File: config.mk
export PLATFORM = sky130hd
export DESIGN_NAME = muldiv_unit
export DESIGN_NICKNAME = d
export VERILOG_FILES = /design/src/rtl/muldiv_unit.sv
export SDC_FILE = /design/constraint.sdc
export NUM_CORES = 1
export LEC_CHECK = 0
export CAP_MARGIN = 0
export CORE_MARGIN = 8
export CORE_UTILIZATION = 50
export CTS_CLUSTER_SIZE = 28
export DETAILED_ROUTE_END_ITERATION = 10
export PLACE_DENSITY = 0.7
export SLEW_MARGIN = 20
export SYNTH_ARGS = -nofsm -noshare
export SYNTH_HDL_FRONTEND = slang
export SYNTH_SLANG_ARGS = --single-unit
export TNS_END_PERCENT = 50
File: constraint.sdc
create_clock -name clk -period 8.4 [get_ports clk]
set_clock_uncertainty 0.05 [all_clocks]
set_input_delay 2.1 -clock clk [delete_from_list [all_inputs] [get_ports clk]]
set_output_delay 2.1 -clock clk [all_outputs]
set_load 0.01 [all_outputs]
File: src/rtl/muldiv_unit.sv
// Iterative radix-2 MIPS multiply/divide unit with architectural HI/LO.
// One operand bit is consumed per cycle; signed operations run on magnitudes
// and the sign is restored in a single fix-up cycle that also writes HI/LO.
module muldiv_unit #(
    parameter int WIDTH = 32
) (
    input  logic             clk,
    input  logic             rst,
    input  logic             start,
    input  logic [1:0]       op,
    input  logic [WIDTH-1:0] rs_data,
    input  logic [WIDTH-1:0] rt_data,
    input  logic             mthi,
    input  logic             mtlo,
    output logic             busy,
    output logic             done,
    output logic [WIDTH-1:0] hi,
    output logic [WIDTH-1:0] lo
);

    localparam int CW = $clog2(WIDTH + 1);

    typedef enum logic [1:0] {
        S_IDLE,
        S_RUN,
        S_FIN
    } state_e;

    state_e             state_q, state_d;
    logic [CW-1:0]      cnt_q, cnt_d;
    logic               is_div_q, is_div_d;
    logic               neg_q, neg_d;       // negate product / quotient
    logic               rneg_q, rneg_d;     // negate remainder (dividend sign)
    logic               div0_q, div0_d;
    logic [WIDTH-1:0]   orig_q, orig_d;     // original rs_data for divide-by-zero
    logic [WIDTH-1:0]   b_q, b_d;           // multiplicand / divisor magnitude
    logic [2*WIDTH-1:0] acc_q, acc_d;       // product accumulator; low half = dividend/quotient
    logic [WIDTH-1:0]   rem_q, rem_d;       // partial remainder
    logic [WIDTH-1:0]   hi_q, hi_d;
    logic [WIDTH-1:0]   lo_q, lo_d;
    logic               done_q, done_d;

    // Operand magnitudes at launch; op[0]==0 selects the signed variants.
    logic             signed_op, a_neg, b_neg;
    logic [WIDTH-1:0] a_mag, b_mag;

    assign signed_op = ~op[0];
    assign a_neg     = signed_op & rs_data[WIDTH-1];
    assign b_neg     = signed_op & rt_data[WIDTH-1];
    assign a_mag     = a_neg ? -rs_data : rs_data;
    assign b_mag     = b_neg ? -rt_data : rt_data;

    // One shift-add multiply step: add multiplicand into the upper half when
    // the current multiplier bit is set, then shift the whole accumulator right.
    logic [WIDTH:0]     mul_sum;
    logic [2*WIDTH-1:0] mul_acc;

    assign mul_sum = {1'b0, acc_q[2*WIDTH-1:WIDTH]} + {1'b0, (acc_q[0] ? b_q : {WIDTH{1'b0}})};
    assign mul_acc = {mul_sum, acc_q[WIDTH-1:1]};

    // One restoring divide step on a WIDTH+1-bit shifted remainder.
    logic [WIDTH:0]     div_shift, div_diff;
    logic               div_ok;
    logic [WIDTH-1:0]   div_rem;
    logic [2*WIDTH-1:0] div_acc;

    assign div_shift = {rem_q, acc_q[WIDTH-1]};
    assign div_diff  = div_shift - {1'b0, b_q};
    assign div_ok    = ~div_diff[WIDTH];
    assign div_rem   = div_ok ? div_diff[WIDTH-1:0] : div_shift[WIDTH-1:0];
    assign div_acc   = {acc_q[2*WIDTH-1:WIDTH], acc_q[WIDTH-2:0], div_ok};

    // Sign fix-up of the finished magnitudes.
    logic [2*WIDTH-1:0] prod_fix;
    logic [WIDTH-1:0]   quot_fix, rem_fix;

    assign prod_fix = neg_q  ? -acc_q : acc_q;
    assign quot_fix = neg_q  ? -acc_q[WIDTH-1:0] : acc_q[WIDTH-1:0];
    assign rem_fix  = rneg_q ? -rem_q : rem_q;

    // Next-state logic for the control FSM, datapath and HI/LO.
    always_comb begin
        // NOTE: every variable gets a default before the case so no path leaves it unassigned (no latch).
        state_d  = state_q;
        cnt_d    = cnt_q;
        is_div_d = is_div_q;
        neg_d    = neg_q;
        rneg_d   = rneg_q;
        div0_d   = div0_q;
        orig_d   = orig_q;
        b_d      = b_q;
        acc_d    = acc_q;
        rem_d    = rem_q;
        hi_d     = hi_q;
        lo_d     = lo_q;
        done_d   = 1'b0;

        case (state_q)
            S_IDLE: begin
                if (start) begin
                    // start has priority over a simultaneous mthi/mtlo
                    state_d  = S_RUN;
                    cnt_d    = '0;
                    is_div_d = op[1];
                    neg_d    = a_neg ^ b_neg;
                    rneg_d   = a_neg;
                    div0_d   = op[1] & (rt_data == '0);
                    orig_d   = rs_data;
                    b_d      = b_mag;
                    acc_d    = {{WIDTH{1'b0}}, a_mag};
                    rem_d    = '0;
                end else begin
                    if (mthi) hi_d = rs_data;
                    if (mtlo) lo_d = rs_data;
                end
            end
            S_RUN: begin
                cnt_d = cnt_q + CW'(1);
                acc_d = is_div_q ? div_acc : mul_acc;
                rem_d = is_div_q ? div_rem : rem_q;
                if (cnt_q == CW'(WIDTH - 1)) state_d = S_FIN;
            end
            S_FIN: begin
                state_d = S_IDLE;
                done_d  = 1'b1;
                if (!is_div_q) begin
                    hi_d = prod_fix[2*WIDTH-1:WIDTH];
                    lo_d = prod_fix[WIDTH-1:0];
                end else if (div0_q) begin
                    hi_d = orig_q;
                    lo_d = {WIDTH{1'b1}};
                end else begin
                    hi_d = rem_fix;
                    lo_d = quot_fix;
                end
            end
            default: state_d = S_IDLE;
        endcase
    end

    // State and datapath registers; reset discards any in-flight operation.
    always_ff @(posedge clk or negedge rst) begin
        if (!rst) begin
            state_q  <= S_IDLE;
            cnt_q    <= '0;
            is_div_q <= 1'b0;
            neg_q    <= 1'b0;
            rneg_q   <= 1'b0;
            div0_q   <= 1'b0;
            orig_q   <= '0;
            b_q      <= '0;
            acc_q    <= '0;
            rem_q    <= '0;
            hi_q     <= '0;
            lo_q     <= '0;
            done_q   <= 1'b0;
        end else begin
            // NOTE: non-blocking assignments so every register samples pre-edge values.
            state_q  <= state_d;
            cnt_q    <= cnt_d;
            is_div_q <= is_div_d;
            neg_q    <= neg_d;
            rneg_q   <= rneg_d;
            div0_q   <= div0_d;
            orig_q   <= orig_d;
            b_q      <= b_d;
            acc_q    <= acc_d;
            rem_q    <= rem_d;
            hi_q     <= hi_d;
            lo_q     <= lo_d;
            done_q   <= done_d;
        end
    end

    assign busy = (state_q != S_IDLE);
    assign done = done_q;
    assign hi   = hi_q;
    assign lo   = lo_q;

endmodule

==> Word-level counts from Yosys, hierarchy flattened <==
Index checks and enable logic that the tools add are counted.
{ "word_totals": {"reg_bits": 237, "in_bits": 71, "wordCells": 79, "output_inout_bits": 66} }
{ "op_classes": {"muxes": 29, "reduce_logical": 12, "bitwise": 6, "n_addsub": 8, "n_eq_ne": 10} }
{ "op_table": {"columns": ["op", "count"], "rows": [
  ["$mux 32", 16],
  ["$mux 64", 3],
  ["$pmux 32 s2", 3],
  ["$neg 32->32", 4],
  ["$pmux 64 s2", 1],
  ["$neg 64->64", 1],
  ["$add 32x32->33", 1],
  ["$sub 33x32->33", 1],
  ["$logic_not 32->1", 1],
  ["$ne 2x2->1 const B", 7],
  ["$pmux 6 s2", 1],
  ["$reduce_and 3->1", 4],
  ["$add 6x1->6 const B", 1],
  ["$eq 6x5->1 const B", 1],
  ["$mux 6", 1],
  ["$reduce_and 2->1", 3],
  ["$reduce_bool 2->1", 3],
  ["$mux 2", 2],
  ["$pmux 2 s2", 1],
  ["$and 1x1->1", 3],
  ["$eq 2x1->1 const B", 1],
  ["$eq 2x2->1 const B", 1],
  ["$logic_not 2->1", 1],
  ["$not 1->1", 2],
  ["other kinds (2)", 2]
]} }

==> Longest topological paths before layout <==
Gate-level depths: netlist of the first run.
{ "depth": {"ltp_word": 5, "depth_mapped": 14, "ltp_nobuf": 14} }

==> Worst setup path before layout of the first run <==
Ideal clock, no wire load.
{ "synth_timing": {"path_kind": "input-to-reg", "start": "input rs_data[3]", "end": "register acc_q[27]", "slack_ns": 3.643, "stages": 10, "required_ns": 8.267, "t_arrival_ns": 4.625, "n_path_buf": 1, "setup_time_ns": 0.083, "path_cell_list": "clkbuf_1 > or4_1 > nor4b_1 > and3_1 > nand2_1 > or3_1 > o31ai_1 > xnor2_1 > nor2_1 > o22ai_1"} }
{ "synth_between": {"elab_chain_cells": 4} }
{ "synth_lines": {"columns": ["item", "line", "text"], "rows": [
  ["from (decl)", "11", "input logic [WIDTH-1:0] rs_data,"],
  ["$neg 32->32", "50", "assign a_mag = a_neg ? -rs_data : rs_data;"],
  ["$mux 32", "50", null],
  ["$mux 64", "100", "if (start) begin"],
  ["$pmux 64 s2", "98", "case (state_q)"],
  ["to (signal assigned)", "152", "acc_q <= '0;"],
  ["to (signal assigned)", "167", "acc_q <= acc_d;"],
  ["to (decl)", "37", "logic [2*WIDTH-1:0] acc_q, acc_d;"]
]} }
Every way passes these cells. The select of a mux whose other input is x is not followed.
A chain may end at the register's enable or synchronous reset.

==> Worst setup path after layout of the first run <==
{ "layout_timing": {"start": "input rs_data[5]", "end": "register acc_q[27]"} }
Same word-level chain as after synthesis.

==> results.md, run 1 <==
- The library cells used most frequently in the layout, excluding fill and tap cells, are sky130_fd_sc_hd__nand2_1 (348), sky130_fd_sc_hd__o21ai_0 (257), sky130_fd_sc_hd__dfrtp_1 (234).
- The clock tree root driver cell is sky130_fd_sc_hd__clkbuf_16.
- In this run the power spent charging and discharging nets is between 2 and 2.5 mW.
- The number of distinct standard cells referenced by the synthesized netlist is slightly below 70.
- In the routed layout, each cell is associated on average with a via count of approximately 6.0.
- The number of rows in the core area is 67.
- The final cell count without fillers is ~2,600.
- The tree built by TritonCTS fans out to roughly 240 sinks.
- After floorplanning, the core was sized to cover 33,500 sq um.
- In this run the cell area measured after placement is 18,600 sq um.
- The final layout contains ~2,300 nets.
- Routability-driven placement finished with a final weighted congestion of ~0.92.
- For the pin with the worst max-slew slack, the measured transition is roughly 1.1 ns.
- The post-CTS clock slew at the launch and capture registers of the worst setup and hold paths is about 0.060 ns.
- The maximum achievable frequency is 203 MHz.
- The arrival time at the worst endpoint is between 5 and 6 ns.
- The class of the worst hold path is flip-flop to flip-flop.
- The die height is about 200 um.
- The count of buffers inserted at the top-level ports is between 100 and 150.
- The starting density of the core is 50.7%.
- The share of total power in combinational logic is 45.4%.
- The first-pass GRT wire length is about 83 mm.
- The summed negative setup slack over all endpoints is 0 ns.
- In this run the static leakage power is just over 8 nW.
- The number of global-route vias before repair is between 15,000 and 20,000.
- The number of violations reported at the end of detailed-routing iteration 0 is around 1,300.
- The total design power is roughly 5.9 mW.
- The critical path goes through clkdlybuf4s50_1, or4_1, nor4b_2, and3_1, nand2_1, or3_1, o31ai_1, xnor2_1, nor2_1, o22ai_1.
- After clock tree synthesis, the repair step resized 0 gates.
- In this run, the clock network consumes approximately 22% of the power.
- Buffers added to address setup during post-CTS repair amount to 0.
- Of the cells placed in the final design, the portion with a size suffix greater than 1 is 4.20%.
- For the worst setup path, the data required time is between 8 and 9 ns.
- The worst setup path is of the input port to flip-flop kind.
- The remaining number of nets flagged by the antenna check after routing is 0.
- The worst path uses 58.6% of the clock period.
- The most used flip-flop cell after synthesis is sky130_fd_sc_hd__dfrtp_1.
- The gate count after technology mapping is between 2,000 and 2,500.
- The maximum clock path buffer count is 3.
- Dividing the synthesized area by the synthesized cell count gives 8.12 sq um.
- Setup violations remaining at the end of the flow were counted as 0.
- The number of placed I/O pins is around 140.
- Once layout is complete, the utilization of the core stands at between 50 and 60%.
- The number of antenna cells inserted is 0.
- The total count of hold-check failures in the final report came to 0.
- The number of hold buffers added after CTS is 0.
- The combined buffer and inverter count along the critical path is 1.
- After detailed routing, the average wire length per cell comes to ~20 um.
- The register bit total from synthesis is 237.
- Entering global routing, the biggest net connects approximately 160 pins.
- The die outline area is ~40,000 sq um.
- The total power per unit cell area is between 300 and 400 nW/um^2.
- The stage delay of the slowest cell on the critical path is approximately 0.67 ns.
- Global routing finished with a remaining overflow of 0.
- The number of CTS-inserted buffers is 28.
- The number of max-slew violations in the final report came to 0.
- Max-cap violations in this run came to 0.
- The number of antenna violations at the first check in global routing was 0.
- Measured against its own limit, the worst slew margin works out to 27.6%.
- For this run, the number of Yosys warnings is 0.
- Internal power comes to about 3.5 mW.
- Summing over every cut layer, the via total after detailed routing is 15,700.
- After synthesis the cells add up to roughly 17,000 sq um.
- At the later pin of the worst-skew pair, clock insertion delay measures 0.56 ns.
- The routed design has between 50 and 60 mm of wire.
- The net count after synthesis is around 2,200.
- The wire-length estimate of the detail-placed layout is roughly 38 mm.
- The number of filler cells placed in the layout is just over 3,000.
- The family of cells with the greatest summed delay on the critical path is simple AND/OR/NAND/NOR gates.
- The overall routing resource usage is between 20% and 30%.
- The synthesized design contains 0 enable-type register cells.
- The number of levels the H-tree was split into is 1.
- TritonCTS built the clock tree.
- Summing the sequential cell areas from Yosys gives between 30% and 40% of the chip area.
- The flow ran to the end, and the final reports show no timing, DRC or antenna violations.
- The kind of start point of the critical path is an input port.
- The peak supply drop is between 0.00015 and 0.0002 V.
- The sort of element at the end of the critical path is a flip-flop.
- Leaving out fill and tap cells, the most frequent cell in the layout is sky130_fd_sc_hd__nand2_1.
- With fillers left out, the area of the finished cells amounts to between 15,000 and 20,000 sq um.
- The cell total after placement is 2,566.
- The number of optimization iterations in the first detailed-route pass is 5.
- In the synthesized netlist the async set-or-reset flop fraction comes to 100%.
- Sequential cells burn between 30% and 40% of the power.
- The minimum clock period after layout is a little under 5 ns.
- The cell with the largest stage delay on the worst path is sky130_fd_sc_hd__or4_1.
- The relative area change from synthesis to final layout is 15.4%.
- For this run, design rule violations remaining after detail routing come to 0.
- The die is 200 um wide.
- Setup repair after global routing left no endpoint under its margin.
- Net switching is between 40% and 50% of the power.
- Along the worst path, the maximum fanout reaches 6.
-- metrics by stage --
| step | hold slack (ns) | setup slack (ns) |
|---|---|---|
| after floorplan | 0.395 | 3.64 |
| after CTS | 0.428 | 3.16 |
| after detailed placement | 0.413 | 2.60 |
| after global routing | 0.445 | 3.25 |
| final | 0.426 | 3.48 |
| after global placement | 0.410 | 2.64 |
-- state kept, by name (all words and copies together) (netlist names), 2 cells and up --
register  count
acc_q        64
b_q          32
hi           32
lo           32
orig_q       32
rem_q        32
cnt_q         6
state_q       2
-- final timing paths --
path	endpoint	cells past startpoint	slack (ns)	from
min in group asynchronous	lo[6]	1	1.44	rst
max	acc_q[27]	10	3.48	rs_data[5]
max in group asynchronous	is_div_q	2	5.48	rst
max reg2reg	hi[24]	11	3.67	acc_q[0]
min reg2reg	lo[24]	2	0.43	lo[24]
min	lo[24]	2	0.43	lo[24]
-- power groups by stage --
stage	Clock, mW	Sequential, mW	Combinational (mW)
floorplan	0	1.70	2.17
global placement	0	1.91	2.61
detailed placement	0	1.92	2.66
CTS	1.33	1.91	2.67
global route	1.37	1.97	3.02
finish	1.31	1.93	2.69
-- worst register-to-register path: stages, from the launching register on --
cell and delay, ns:
sky130_fd_sc_hd__dfrtp_1 0.48, sky130_fd_sc_hd__inv_1 0.83, sky130_fd_sc_hd__ha_1 0.38, sky130_fd_sc_hd__nand3_1 0.28
sky130_fd_sc_hd__or3_1 0.52, sky130_fd_sc_hd__or2_1 0.35, sky130_fd_sc_hd__or4_1 0.57, sky130_fd_sc_hd__o41ai_1 0.55
sky130_fd_sc_hd__xnor2_1 0.14, sky130_fd_sc_hd__nor2_1 0.11, sky130_fd_sc_hd__a211oi_1 0.07, sky130_fd_sc_hd__a221o_1 0.29
-- final cells by class --
type	count	area, sq um	area share [%]
tap	448	561	2.86
clock inverter	8	143	0.727
timing repair buffer	151	1490	7.61
inverter	66	248	1.26
sequential	237	5940	30.3
clock buffer	43	838	4.27
multi-input combinational	1664	10400	53.0
-- metal layers --
layer	vias up	GRT usage [%]	wire (um)
met3	86	3.21	3100
met5	-	0	0
met4	0	6.47	1200
met2	496	40.4	23700
li1	7570	-	-
met1	7540	33.8	23000
-- cells by family (layout without fill, tap and decap cells) --
group / count (synthesis) / count (layout) / share of synthesized area (%)
AOI/OAI and AO/OA: 634 / 634 / 22.9
xor gates and xnor gates: 199 / 199 / 10.3
adders and majority gates: 71 / 71 / 5.31
buffers and inverters: 192 / 268 / 4.25
DFF: 237 / 237 / 34.9
muxes: 72 / 72 / 4.25
and+or+nand+nor: 688 / 688 / 18.2
-- Yosys cell counts (3+ instances only) --
| master | number | area (sq um) |
|---|---|---|
| sky130_fd_sc_hd__or2_2 | 7 | 43.8 |
| sky130_fd_sc_hd__o21a_1 | 6 | 45.0 |
| sky130_fd_sc_hd__a211oi_1 | 13 | 97.6 |
| sky130_fd_sc_hd__a221oi_1 | 8 | 70.1 |
| sky130_fd_sc_hd__a211o_1 | 5 | 43.8 |
| sky130_fd_sc_hd__ha_1 | 69 | 863 |
| sky130_fd_sc_hd__a21boi_0 | 5 | 37.5 |
| sky130_fd_sc_hd__and3_1 | 8 | 50.1 |
| sky130_fd_sc_hd__or4_1 | 12 | 90.1 |
| sky130_fd_sc_hd__xnor2_1 | 122 | 1070 |
| sky130_fd_sc_hd__a31o_2 | 3 | 26.3 |
| sky130_fd_sc_hd__a21oi_1 | 112 | 561 |
| sky130_fd_sc_hd__o22ai_1 | 43 | 269 |
| sky130_fd_sc_hd__nand2_1 | 348 | 1310 |
| sky130_fd_sc_hd__a31oi_1 | 14 | 87.6 |
| sky130_fd_sc_hd__nand3_1 | 36 | 180 |
| sky130_fd_sc_hd__o211ai_1 | 43 | 323 |
| sky130_fd_sc_hd__o21bai_1 | 6 | 45.0 |
| sky130_fd_sc_hd__or3_1 | 36 | 225 |
| sky130_fd_sc_hd__nor4_1 | 11 | 68.8 |
| sky130_fd_sc_hd__o221ai_1 | 3 | 26.3 |
| sky130_fd_sc_hd__nor3_1 | 39 | 195 |
| sky130_fd_sc_hd__o41ai_1 | 17 | 149 |
| sky130_fd_sc_hd__nand4_1 | 6 | 37.5 |
| sky130_fd_sc_hd__o21ai_0 | 257 | 1290 |
| sky130_fd_sc_hd__a22o_1 | 8 | 70.1 |
| sky130_fd_sc_hd__or4_4 | 3 | 33.8 |
| sky130_fd_sc_hd__dfrtp_1 | 237 | 5930 |
| sky130_fd_sc_hd__nand2b_1 | 27 | 169 |
| sky130_fd_sc_hd__o2111ai_1 | 3 | 26.3 |
| sky130_fd_sc_hd__xor2_1 | 77 | 674 |
| sky130_fd_sc_hd__nor2_1 | 123 | 462 |
| sky130_fd_sc_hd__clkbuf_1 | 113 | 424 |
| sky130_fd_sc_hd__a21o_1 | 23 | 173 |
| sky130_fd_sc_hd__o31ai_1 | 41 | 308 |
| sky130_fd_sc_hd__and2_1 | 7 | 43.8 |
| sky130_fd_sc_hd__o311ai_0 | 4 | 35.0 |
| sky130_fd_sc_hd__inv_1 | 66 | 248 |
| sky130_fd_sc_hd__mux2i_1 | 70 | 701 |
| sky130_fd_sc_hd__nor2b_1 | 13 | 81.3 |
| sky130_fd_sc_hd__a32oi_1 | 4 | 35.0 |
| sky130_fd_sc_hd__and3b_1 | 3 | 26.3 |
| sky130_fd_sc_hd__buf_1 | 11 | 41.3 |
Note: power is estimated with default switching activity, not from simulation.
==> run 2: changes to the inputs <==
Settings changed: PLACE_DENSITY 0.7 to 0.73.
Clock period 8.4 ns to 4.3 ns, I/O delays scaled along.
==> results.md, run 2 (synthesis results as in run 1) <==
- Unrepaired setup endpoints after global routing: false (unchanged).
- The minimum clock period after layout is just over 4 ns.
- The register ranked first by flip-flop count was acc_q (unchanged).
- The number of levels the H-tree was split into is 1 (unchanged).
- The final routed wire length divided by cell count is 19.7 um (was 19.5 um).
- The detailed-route vias per instance is 6.04 (was 6.00).
- The post-layout net count is 2,337 (was 2,290).
- The number of antenna violations at the first check in global routing is 0 (unchanged).
- The die boundary width was 200 um (unchanged).
- The leakage power is 8.43 nW (was 8.17 nW).
- The arrival time at the worst endpoint was 4.44 ns (was 5.33 ns).
- The clock tree root driver cell is sky130_fd_sc_hd__clkbuf_16 (unchanged).
- The total vias in the final route is 16,100 (was 15,700).
- The final count of negative-setup-slack endpoints was 0 (unchanged).
- The number of flip-flops in the largest register is 64 (unchanged).
- The number of antenna cells inserted is 0 (unchanged).
- The number of max-slew violations in the final report is 0 (unchanged).
- The post-CTS clock slew at the launch and capture registers of the worst setup and hold paths is 0.06 ns (about the same).
- The worst-case reg-to-reg path depth is 15 (was 11).
- The most common cell after layout, fill and taps aside was sky130_fd_sc_hd__nand2_1 (unchanged).
- The worst relative slew slack was 26.6% (was 27.6%).
- The hold-critical path depth is 2 (unchanged).
- The peak supply drop is 0.000325 V (was 0.000169 V).
- The kind of start point of the critical path is a flip-flop (was input port).
- The die height is 200 um (unchanged).
- The first-pass GRT wire length is 85.2 mm (was 82.6 mm).
- The class of the worst hold path is flip-flop to flip-flop (unchanged).
- The number of violations reported at the end of detailed-routing iteration 0 is 1,106 (was 1,279).
- The overall routed net length is 52.6 mm (was 51.0 mm).
- The die outline area is 40,200 sq um (unchanged).
- The sort of element at the end of the critical path is a flip-flop (unchanged).
- Of the available clock period, the critical path in the final layout requires about 95%.
- The number of optimization iterations in the first detailed-route pass was 8 (was 5).
- The maximum clock path buffer count is 3 (unchanged).
- The number of rows in the core area is 67 (unchanged).
- The largest fanout on the critical path was 25 (was 6).
- The total power per unit cell area is 595 nW/um^2 (was 302 nW/um^2).
- The count of buffers inserted at the top-level ports came to 136 (unchanged).
- The worst endpoint required time came to 4.65 ns (was 8.81 ns).
- The core region area is 33,500 sq um (unchanged).
- The total design power was 11.9 mW (was 5.92 mW).
- The maximum number of pins on one net before global-route repair is 100 (was 157).
- The placer congestion estimate is 0.942 (was 0.922).
- The remaining number of nets flagged by the antenna check after routing is 0 (unchanged).
- Leading cell types in the layout, fill and taps excluded: sky130_fd_sc_hd__nand2_1 (348), sky130_fd_sc_hd__o21ai_0 (256), sky130_fd_sc_hd__dfrtp_1 (234) (was sky130_fd_sc_hd__nand2_1 (348), sky130_fd_sc_hd__o21ai_0 (257), sky130_fd_sc_hd__dfrtp_1 (234)).
- The type of the worst setup path is flip-flop to flip-flop (was input port to flip-flop).
- The overflow left after global routing is 0 (unchanged).
- The actual transition at the worst max-transition pin came to 1.10 ns (was 1.08 ns).
- The post-DP HPWL is 39.6 mm (was 37.6 mm).
- The count of unresolved DRC violations after routing is 0 (unchanged).
- The clock tree from TritonCTS was done (unchanged).
- The number of global-route vias before repair is 15,800 (was 15,100).
- The number of CTS-inserted buffers is 28 (unchanged).
- The source-to-sink clock delay at the later pin of the worst-skew pair was 0.58 ns (was 0.56 ns).
- The number of placed I/O pins was 137 (unchanged).
- The relative area change from synthesis to final layout is 18.0% (was 15.4%).
- The overall routing resource usage is 25.4% (was 24.6%).
- The number of clock sinks seen by CTS is 237 (unchanged).
- The total count of hold-check failures in the final report is 0 (unchanged).
- Run status: finished clean (unchanged).
- The max-capacitance violation count is 0 (unchanged).
- Derived from the worst setup path, the maximum achievable clock frequency is ~240 MHz.
- The starting density of the core is 50.7% (unchanged).
- The proportion of layout cells with a drive suffix above 1 came to 6.36% (was 4.20%).
- The summed negative setup slack over all endpoints is 0 ns (unchanged).
-- run 2: per-layer routing --
metal | GRT usage (%) | part of all wire, % | vias up
li1 | - | - | 7661
met1 | 34.1 | 44 | 7666
met2 | 40.9 | 45 | 633
met3 | 3.50 | 7.0 | 126
met4 | 9.93 | 3.9 | 0
met5 | 0 | 0 | -
-- run 2: critical path, cell delays in order, from the launching register on --
cell	delay, ns
sky130_fd_sc_hd__dfrtp_1	0.41
sky130_fd_sc_hd__inv_1	0.12
sky130_fd_sc_hd__ha_1	0.24
sky130_fd_sc_hd__fa_1	0.41
sky130_fd_sc_hd__nand2b_1	0.18
sky130_fd_sc_hd__a21oi_1	0.29
sky130_fd_sc_hd__o21ai_0	0.27
sky130_fd_sc_hd__a21oi_2	0.26
sky130_fd_sc_hd__a21oi_1	0.20
sky130_fd_sc_hd__o21ai_1	0.27
sky130_fd_sc_hd__o221ai_1	0.24
sky130_fd_sc_hd__xor2_4	0.21
sky130_fd_sc_hd__buf_12	0.21
sky130_fd_sc_hd__buf_4	0.20
sky130_fd_sc_hd__mux2i_1	0.21
sky130_fd_sc_hd__o21ai_0	0.10
-- run 2: cell type report --
class | count | area, sq um
multi-input combinational | 1664 | 10400
clock buffer | 39 | 792
tap | 448 | 561
fill | 2995 | 13500
inverter | 66 | 248
sequential | 237 | 5940
clock inverter | 13 | 228
timing repair buffer | 198 | 1890
-- run 2: report_power, final --
part	internal, mW	leakage, nW	switching [mW]
clock	1.59	0.491	1.02
sequential	2.75	3.00	0.877
combinational	2.63	4.94	3.05
-- run 2: path summary, 6_finish.rpt --
path	slack, ns	end	start
worst max register to register	0.22	rem_q[3]	acc_q[31]
worst max-delay path	0.22	rem_q[3]	acc_q[31]
worst min-delay path	0.43	b_q[29]	b_q[29]
max in group asynchronous	2.74	hi[29]	rst
worst min register to register	0.43	b_q[29]	b_q[29]
min in group asynchronous	0.45	acc_q[6]	rst
-- run 2: what timing repair did --
| item | CTS | global route |
|---|---|---|
| endpoints found under the setup margin | 0 | 15 |
| buffers inserted | 0 | 0 |
| hold endpoints to repair | 0 | 0 |
| hold buffers | 0 | 0 |
| resized for setup | 0 | 3 |
-- run 2: metrics by stage --
| stage | area [sq um] | setup WS, ns | instances | hold WS, ns | utilization [%] |
|---|---|---|---|---|---|
| floorplan | 17000 | 0.423 | 2093 | 0.395 | - |
| global placement | 19000 | 0.164 | 2613 | 0.408 | 56.7 |
| detailed placement | 19000 | 0.102 | 2613 | 0.413 | 56.7 |
| CTS | 20000 | 0.154 | 2665 | 0.433 | 59.8 |
| global route | 20100 | 0.0219 | 2665 | 0.446 | 59.8 |
| finish | 20100 | 0.215 | 2665 | 0.425 | 59.8 |
==> run 3: changes to the inputs <==
Settings changed: CORE_UTILIZATION 50 to 30, PLACE_DENSITY 0.73 to unset.
==> results.md, run 3 (synthesis results as in run 1) <==
- Run status: finished clean (unchanged).
- The die outline area is 64,500 sq um (was 40,200 sq um).
- The worst relative slew slack is 21.8% (was 26.6%).
- The total vias in the final route is 15,900 (was 16,100).
- The number of levels the H-tree was split into is 1 (unchanged).
- The share of total power in the clock network is 21.0% (was 21.9%).
- The number of filler cells placed in the layout came to 5,853 (was 2,995).
- The number of cells upsized or downsized after cts is 0 (unchanged).
- The post-layout net count is 2,344 (was 2,337).
- The met3 usage in global routing is 2.26% (was 3.50%).
- The maximum clock path buffer count is 3 (unchanged).
- The worst endpoint required time is 4.72 ns (was 4.65 ns).
- The relative area change from synthesis to final layout is 20.1% (was 18.0%).
- The largest fanout on the critical path was 7 (was 25).
- The post-DP HPWL came to 42.9 mm (was 39.6 mm).
- The clock tree root driver cell is sky130_fd_sc_hd__clkbuf_16 (unchanged).
- The total count of hold-check failures in the final report is 0 (unchanged).
- The remaining number of nets flagged by the antenna check after routing is 0 (unchanged).
- The number of global-route vias before repair was 15,600 (was 15,800).
- The die boundary width is 254 um (was 200 um).
- The internal power consumption is 6.84 mW (was 6.97 mW).
- The share of the cycle needed by the critical path after routing is 97.9% (was 95.0%).
- The overall routed net length is 56.7 mm (was 52.6 mm).
- The number of antenna violations at the first check in global routing is 1 (was 0).
- The register ranked first by flip-flop count is acc_q (unchanged).
- The count of unresolved DRC violations after routing is 0 (unchanged).
- The count of buffers inserted at the top-level ports came to 136 (unchanged).
- The kind of start point of the critical path was a flip-flop (unchanged).
- The most common cell after layout, fill and taps aside is sky130_fd_sc_hd__nand2_1 (unchanged).
- The source of the worst register-to-register timing path was acc_q[13] (was acc_q[31]).
- The number of max-slew violations in the final report was 0 (unchanged).
- The net switching component of the power is 4.98 mW (was 4.95 mW).
- The max-capacitance violation count is 0 (unchanged).
- Unrepaired setup endpoints after global routing: false (unchanged).
- The clock tree from TritonCTS was done (unchanged).
- The share of total power in combinational logic came to 48.1% (was 47.6%).
- The arrival time at the worst endpoint was 4.63 ns (was 4.44 ns).
- The final count of negative-setup-slack endpoints came to 0 (unchanged).
- The summed negative setup slack over all endpoints is 0 ns (unchanged).
- The number of rows in the core area is 87 (was 67).
- The setup slack after layout was 0.0893 ns (was 0.215 ns).
- The number of violations reported at the end of detailed-routing iteration 0 is 1,149 (was 1,106).
- The number of optimization iterations in the first detailed-route pass is 5 (was 8).
- The minimum clock period after layout was 4.21 ns (was 4.08 ns).
- Leading cell types in the layout, fill and taps excluded: sky130_fd_sc_hd__nand2_1 (348), sky130_fd_sc_hd__o21ai_0 (257), sky130_fd_sc_hd__dfrtp_1 (234) (was sky130_fd_sc_hd__nand2_1 (348), sky130_fd_sc_hd__o21ai_0 (256), sky130_fd_sc_hd__dfrtp_1 (234)).
- The proportion of layout cells with a drive suffix above 1 is 6.43% (was 6.36%).
- The final routed wire length divided by cell count is 19.0 um (was 19.7 um).
- The starting density of the core is 30.3% (was 50.7%).
- The die height is 254 um (was 200 um).
- The class of the worst hold path is flip-flop to flip-flop (unchanged).
- The post-layout utilization of the core is 36.3% (was 59.8%).
- The post-CTS clock slew at the launch and capture registers of the worst setup and hold paths is 0.06 ns (about the same).
- The number of hold buffers added after CTS came to 0 (unchanged).
- The most used routing layer is met2 (unchanged).
- The origin of the worst min-delay path is lo[13] (was b_q[29]).
- The sort of element at the end of the critical path is a flip-flop (unchanged).
- The source-to-sink clock delay at the later pin of the worst-skew pair was 0.59 ns (was 0.58 ns).
- The sequential cell fraction of total power came to 31.0% (was 30.4%).
- The number of buffers added for setup after CTS is 0 (unchanged).
- The overall routing resource usage is 17.2% (was 25.4%).
- The peak supply drop is 0.000371 V (was 0.000325 V).
- The number of placed I/O pins is 137 (unchanged).
- The type of the worst setup path is flip-flop to flip-flop (unchanged).
- The detailed-route vias per instance is 5.32 (was 6.04).
- The met2 demand-to-capacity share in global routing was 27.2% (was 40.9%).
- The global routing usage on met1 is 24.6% (was 34.1%).
- The fraction of power spent switching nets was 42.1% (was 41.5%).
- The maximum achievable frequency is 237 MHz (was 245 MHz).
- The total power per unit cell area is 579 nW/um^2 (was 595 nW/um^2).
- The number of CTS-inserted buffers came to 29 (was 28).
- The overflow left after global routing is 0 (unchanged).
- The number of flip-flops in the largest register was 64 (unchanged).
- The maximum number of pins on one net before global-route repair is 99 (was 100).
- The worst setup slack after placement came to 0.154 ns (was 0.102 ns).
- The core region area was 56,200 sq um (was 33,500 sq um).
- The number of clock sinks seen by CTS is 237 (unchanged).
- The first element of the critical path was acc_q[13] (was acc_q[31]).
- The leakage power is 8.44 nW (was 8.43 nW).
- The placer congestion estimate is 0.909 (was 0.942).
- The actual transition at the worst max-transition pin came to 1.17 ns (was 1.10 ns).
- The first-pass GRT wire length is 89.7 mm (was 85.2 mm).
==> run 3: cell count changes in the layout (fill, tap and decap cells not counted), moves of 2 or more <==
cell | before | now
sky130_fd_sc_hd__buf_4 | 57 | 63
sky130_fd_sc_hd__bufinv_16 | 5 | 2
sky130_fd_sc_hd__clkbuf_1 | 6 | 9
sky130_fd_sc_hd__clkinv_2 | 3 | 5
sky130_fd_sc_hd__clkinvlp_4 | 2 | 0
sky130_fd_sc_hd__diode_2 | 0 | 2
==> run 3: metal layers <==
| metal | routed length [um] | vias to the layer above | part of all wire (%) |
|---|---|---|---|
| li1 | - | 7666 | - |
| met1 | 26600 | 7619 | 47 |
| met2 | 25200 | 514 | 44 |
| met3 | 3550 | 74 | 6.3 |
| met4 | 1270 | 0 | 2.2 |
| met5 | 0 | - | 0 |
==> run 3: power groups by stage <==
| stage | Sequential, mW | Combinational (mW) | Clock [mW] |
|---|---|---|---|
| floorplan | 3.32 | 4.23 | 0 |
| global placement | 3.64 | 5.49 | 0 |
| detailed placement | 3.67 | 5.61 | 0 |
| CTS | 3.63 | 5.64 | 2.53 |
| global route | 3.76 | 6.32 | 2.61 |
| finish | 3.66 | 5.68 | 2.48 |
==> run 3: worst paths after layout <==
| check | endpoint | slack, ns | cells past startpoint |
|---|---|---|---|
| min in group asynchronous | hi[5] | 0.43 | 1 |
| worst min-delay path | lo[13] | 0.42 | 1 |
| worst min register to register | lo[13] | 0.42 | 1 |
| worst max register to register | hi[24] | 0.09 | 10 |
| max in group asynchronous | cnt_q[4] | 2.82 | 2 |
| worst max-delay path | hi[24] | 0.09 | 10 |
==> run 3: final cells by class <==
cell class / count / area (sq um) / area share [%]
Antenna cell: 2 / 5.00 / 0.0245
Clock buffer: 44 / 842 / 4.13
Clock inverter: 9 / 114 / 0.558
Inverter: 66 / 248 / 1.21
Multi-Input combinational cell: 1664 / 10400 / 50.9
Sequential cell: 237 / 5940 / 29.1
Tap cell: 756 / 946 / 4.63
Timing Repair Buffer: 204 / 1940 / 9.50
==> run 3: stage by stage <==
stage	cells	total power, mW	area, sq um	hold slack [ns]
after floorplan	2093	7.55	17000	0.395
after global placement	2927	9.13	19500	0.409
after detailed placement	2927	9.28	19500	0.412
after CTS	2980	11.8	20400	0.427
after global routing	2981	12.7	20400	0.441
final	2982	11.8	20400	0.422
==> run 3: critical path, cell delays in order, from the launching register on <==
cell and delay [ns]:
sky130_fd_sc_hd__dfrtp_1 0.43, sky130_fd_sc_hd__or4_1 0.60, sky130_fd_sc_hd__or4_1 0.54, sky130_fd_sc_hd__or3_1 0.41
sky130_fd_sc_hd__or2_1 0.35, sky130_fd_sc_hd__or4_1 0.53, sky130_fd_sc_hd__o41ai_1 0.60, sky130_fd_sc_hd__xnor2_1 0.12
sky130_fd_sc_hd__nor2_1 0.11, sky130_fd_sc_hd__a211oi_1 0.06, sky130_fd_sc_hd__a221o_1 0.29
